[src/rtl/hazard_forward_unit_pkg.sv]
// Shared types and helpers for the hazard/forwarding unit (see HAZARD_FWD_EN in the top).
package hazard_forward_unit_pkg;

  // Widest register index the slot structs can hold; REG_AW must not exceed it.
  localparam int REG_AW_MAX = 8;

  typedef logic [REG_AW_MAX-1:0] idx_t;

  typedef enum logic [1:0] {
    FWD_RF  = 2'b00,
    FWD_WB  = 2'b01,
    FWD_MEM = 2'b10
  } fwd_sel_t;

  typedef struct packed {
    logic valid;
    idx_t rd;
    idx_t rs1;
    idx_t rs2;
    logic uses_rs2;
    logic regwrite;
    logic memread;
  } ex_slot_t;

  typedef struct packed {
    logic valid;
    idx_t rd;
    logic regwrite;
  } pipe_slot_t;

  // x0 is hard-wired, so a write to it never produces a dependency.
  function automatic logic writes_reg(input logic valid, input logic regwrite,
                                      input idx_t rd, input idx_t src);
    return valid && regwrite && (rd != '0) && (rd == src);
  endfunction

  function automatic logic reads_reg(input logic valid, input logic regwrite, input idx_t rd,
                                     input idx_t rs1, input idx_t rs2, input logic uses_rs2);
    return writes_reg(valid, regwrite, rd, rs1) ||
           (uses_rs2 && writes_reg(valid, regwrite, rd, rs2));
  endfunction

endpackage

[src/rtl/hazard_forward_unit_fwd_compare.sv]
// Maps one EX source index against the MEM and WB slots to an operand select.
module fwd_compare
  import hazard_forward_unit_pkg::*;
(
  input  idx_t       src,
  input  pipe_slot_t mem_slot,
  input  pipe_slot_t wb_slot,
  output fwd_sel_t   sel
);

  // MEM holds the younger result, so it is checked first.
  always_comb begin
    if (writes_reg(mem_slot.valid, mem_slot.regwrite, mem_slot.rd, src))
      sel = FWD_MEM;
    else if (writes_reg(wb_slot.valid, wb_slot.regwrite, wb_slot.rd, src))
      sel = FWD_WB;
    else
      sel = FWD_RF;
  end

endmodule

[src/rtl/hazard_forward_unit.sv]
// Hazard detection and operand forwarding for a 5-stage pipeline.
// HAZARD_FWD_EN defined: forwarding plus 1-cycle load-use stall; undefined: interlock-only.
module hazard_forward_unit
  import hazard_forward_unit_pkg::*;
#(
  parameter int REG_AW = 5,
  parameter int CNT_W  = 32
) (
  input  logic              clk,
  input  logic              reset,
  input  logic              id_valid,
  input  logic [REG_AW-1:0] id_rs1,
  input  logic [REG_AW-1:0] id_rs2,
  input  logic [REG_AW-1:0] id_rd,
  input  logic              id_regwrite,
  input  logic              id_memread,
  input  logic              id_uses_rs2,
  input  logic              flush,
  output logic [1:0]        forwardA,
  output logic [1:0]        forwardB,
  output logic              stall,
  output logic [CNT_W-1:0]  stall_count
);

  ex_slot_t   ex_q, ex_d;
  pipe_slot_t mem_q, wb_q;
  idx_t       rs1_idx, rs2_idx;

  assign rs1_idx = idx_t'(id_rs1);
  assign rs2_idx = idx_t'(id_rs2);

`ifdef HAZARD_FWD_EN
  fwd_sel_t fwd_a, fwd_b;

  fwd_compare u_cmp_a (.src(ex_q.rs1), .mem_slot(mem_q), .wb_slot(wb_q), .sel(fwd_a));
  fwd_compare u_cmp_b (.src(ex_q.rs2), .mem_slot(mem_q), .wb_slot(wb_q), .sel(fwd_b));

  assign forwardA = fwd_a;
  assign forwardB = ex_q.uses_rs2 ? fwd_b : FWD_RF;

  // A load's data is not ready until MEM ends, so a dependent decode waits one cycle.
  assign stall = id_valid && !flush &&
                 reads_reg(ex_q.valid, ex_q.memread, ex_q.rd, rs1_idx, rs2_idx, id_uses_rs2);
`else
  logic unused_ex_fields;

  assign forwardA = FWD_RF;
  assign forwardB = FWD_RF;

  // Without bypass paths the consumer waits until the producer has left WB.
  assign stall = id_valid && !flush &&
                 (reads_reg(ex_q.valid,  ex_q.regwrite,  ex_q.rd,  rs1_idx, rs2_idx, id_uses_rs2) ||
                  reads_reg(mem_q.valid, mem_q.regwrite, mem_q.rd, rs1_idx, rs2_idx, id_uses_rs2) ||
                  reads_reg(wb_q.valid,  wb_q.regwrite,  wb_q.rd,  rs1_idx, rs2_idx, id_uses_rs2));

  assign unused_ex_fields = &{1'b0, ex_q.rs1, ex_q.rs2, ex_q.uses_rs2, ex_q.memread};
`endif

  always_comb begin
    // NOTE: default first so every path assigns ex_d and no latch is inferred.
    ex_d = '0;
    if (id_valid && !flush && !stall) begin
      ex_d.valid    = 1'b1;
      ex_d.rd       = idx_t'(id_rd);
      ex_d.rs1      = rs1_idx;
      ex_d.rs2      = rs2_idx;
      ex_d.uses_rs2 = id_uses_rs2;
      ex_d.regwrite = id_regwrite;
      ex_d.memread  = id_memread;
    end
  end

  // NOTE: non-blocking assignments so every slot samples the previous cycle's state.
  always_ff @(posedge clk) begin
    if (reset) begin
      // NOTE: the slots are a handful of flops, not a RAM, so clearing them on reset is cheap.
      ex_q        <= '0;
      mem_q       <= '0;
      wb_q        <= '0;
      stall_count <= '0;
    end else begin
      ex_q  <= ex_d;
      mem_q <= '{valid: ex_q.valid, rd: ex_q.rd, regwrite: ex_q.regwrite};
      wb_q  <= mem_q;
      if (stall && (stall_count != '1))
        stall_count <= stall_count + CNT_W'(1);
    end
  end

endmodule

[config.mk]
export PLATFORM = sky130hd
export DESIGN_NAME = hazard_forward_unit
export DESIGN_NICKNAME = d
export VERILOG_FILES = /design/src/rtl/hazard_forward_unit_pkg.sv /design/src/rtl/hazard_forward_unit_fwd_compare.sv /design/src/rtl/hazard_forward_unit.sv
export SDC_FILE = /design/constraint.sdc
export NUM_CORES = 1
export LEC_CHECK = 0
export ABC_AREA = 1
export BUFFER_PORTS_ARGS = -buffer_cell sky130_fd_sc_hd__clkbuf_2
export CAP_MARGIN = 25
export CORE_MARGIN = 1.5
export CORE_UTILIZATION = 40
export DETAILED_ROUTE_END_ITERATION = 6
export SETUP_SLACK_MARGIN = 0.5
export SLEW_MARGIN = 0
export SYNTH_ARGS = -nofsm -noshare
export SYNTH_HDL_FRONTEND = slang
export SYNTH_SLANG_ARGS = --single-unit
[constraint.sdc]
create_clock -name clk -period 2.7 [get_ports clk]
set_clock_uncertainty 0.15 [all_clocks]
set_input_delay 0.81 -clock clk [delete_from_list [all_inputs] [get_ports clk]]
set_output_delay 0.81 -clock clk [all_outputs]
set_load 0.03 [all_outputs]
==> flow_summary.toml <==
[drt]
drc = 0
drt-total-wl_mm = 10.1
wire_per_inst_um = 12.7
antenna_left = 0
drt_iter0_markers = 136
via_count = 3716
vias_per_cell = 4.69
drt-pass1-iter-count = 4

[synthesis]
synth-async-reset-ratio_pct = 0
synth_area_um2 = 3480
synth_top_cell_by_area = "dfxtp_1"
synth_cells = 621
ys_top_cells_by_count = "nand2_1 (233), nor2_1 (134), inv_1 (99)"
yosysMostFrequentCell = "nand2_1"
ys_seq_area_share_pct = 30.5
synth.top_cell.area_share_pct = 30.5
yosysUniqueCellTypes = 21
ys_seq_elements = 53
syn_area_per_cell_um2 = 5.60
synth_edf_count = 0
ys_top_cells_by_area = "dfxtp_1 (31%), nand2_1 (25%), nor2_1 (14%), inv_1 (11%), xor2_1 (4.8%)"
yosys_warnings = 0
synth_ff_type = "dfxtp_1"

[sta]
worst_slew_pin_slew_ns = 0.509
worst_slack_ns = -0.0216
fin_crit_sh_pct = 101
hold_violations = 0
timing.final.crit_period_ns = 2.72
slew-limit-headroom_pct = 66.0
fmax_mhz = 367
rsz0062_at_grt = "yes"
drv_slew = 0
finalSetupViolations = 1
whs_ns = 0.279

[floorplan]
die_area_um2 = 9260
core_um2 = 8300
die_w_um = 96.3
num_rows = 33
num_io_pins = 59
start_util_pct = 41.9
die_y_um = 96.3

[clock_tree]
cts_buffer_depth = 2
cts_hold_buf = 0
numCtsBuffers = 5
cts-htree-levels = 2
cts_root_buf = "clkbuf_8"
cts_tree = "built"
path_clk_slew_ns = 0.10
cts.sinks = 53
clock_latency_ns = 0.31

[hold_path]
hold_class = "register to register"

[critical_path]
cp_top_family = "simple AND/OR/NAND/NOR gates"
crit_buf_inv = 3
criticalPathCategory = "primary input to output pin"
cp_slowest_cell = "xor2_1"
crit_arrival_ns = 1.76
cp_slowest_stage_delay_ns = 0.15
required_ns = 1.74
crit_fanout = 4
critPathLaunchType = "primary input"
crit_path_end_kind = "output pin"
crit_chain = "buf_8, xor2_1, nor2_1, nand3_1, nand2_1, nand2_1, nand3_2, nand2_4, inv_4, buf_8"

[placement]
port_buffers = 53
gp_congestion = 0.924
place_inst = 774
hpwlAfterDp_mm = 7.35
placed_area_um2 = 3870

[grt]
grt_pass1_vias = 3270
overflow = 0
grt_pass1_wl_mm = 16.0
grt_max_degree = 25
grtUsageTotal_pct = 22.6
antenna_found_initial = 0

[finish]
final_cells = 792
nNetsFinal = 709
postLayoutCellArea_um2 = 4330
syn_to_final_growth_pct = 24.5
layout-drive-gt1-share_pct = 17.6
antenna_cells = 0
nFillCells = 864

[outcome]
violations = "negative setup slack"
status = "complete, but fails checks"

[power_and_ir_drop]
powerDensity_nw_per_um2 = 344
leakagePower_nw = 2.16
ir_drop_mv = 0.231
finalPower_mw = 1.49

[run]
cap_violations = 0
## final cells by class
type | count | area [um2] | share of cell area [%]
multi-input cells | 453 | 2030 | 46.8
inverters | 99 | 382 | 8.82
clock inverters | 2 | 37.5 | 0.867
well taps | 105 | 131 | 3.03
repair buffers | 74 | 603 | 13.9
flip-flops and latches | 53 | 1070 | 24.7
clock buffers | 6 | 82.6 | 1.91
## cell usage in the layout, fill, tap and decap left out, types with 10 or more instances in the layout
cell type,count
nand2_1,227
xor2_1,19
dfxtp_1,48
nand3_1,24
inv_1,89
nor2_1,122
nand4_1,26
nor2_2,10
buf_4,14
clkbuf_2,44
## through the flow
step	setup slack, ns	util [%]	TNS [ns]
3_3_place_gp	-0.142	46.6	-0.142
3_5_place_dp	-0.158	46.6	-0.158
6_report	-0.0216	52.2	-0.0216
5_1_grt	-0.0693	52.2	-0.0693
4_1_cts	-0.0595	50.1	-0.0595
2_1_floorplan	0.250	-	0
## kinds of logic (layout without fill, tap and decap cells)
family / count (synthesis) / after routing / share of synthesized area [%]
and+or+nand+nor: 425 / 425 / 49.5
buffers and inverters: 118 / 181 / 13.9
DFF: 53 / 53 / 30.5
xor gates and xnor gates: 22 / 22 / 5.54
adders and majority gates: 1 / 1 / 0.360
other: 1 / 4 / 0.108
AOI/OAI and AO/OA: 1 / 1 / 0.144
## worst min-delay path, cell delays in order, from the launching register on
cell     delay, ns
dfxtp_1       0.32
inv_1         0.05
nor2_1        0.03
## path summary, 6_finish.rpt
check | from | cells after the start | slack, ns | end
setup / recovery | id_rs1[1] | 10 | -0.02 | stall
hold / removal | mem_q[9] | 2 | 0.28 | wb_q[9]
setup reg to reg | mem_q[3] | 16 | 0.48 | stall_count[11]
hold reg to reg | mem_q[9] | 2 | 0.28 | wb_q[9]
## layer usage
layer  wire length (um)  vias to the layer above  track usage, %
met4                 99                        0            5.15
met5                  0                        -               0
met2               4590                       82            37.6
met3                487                        7            2.76
met1               4870                     1651            31.0
li1                   -                     1976               -
## sequential cells by signal (all words and copies together) (netlist names)
register / flops
mem_q: 7
stall_count: 32
wb_q: 7
ex_q: 7
## power breakdown
group	internal (mW)	switching (mW)
logic	0.0445	0.0784
clock network	0.302	0.274
registers	0.787	0.00515
total	1.13	0.357
## repair_timing
item | in CTS | in global routing
cloned | 2 | 3
setup buffers | 3 | 2
gates resized for setup | 20 | 54
endpoints found under the setup margin | 32 | 40
pin swaps | 5 | 25
(Power assumes the default switching activity.)
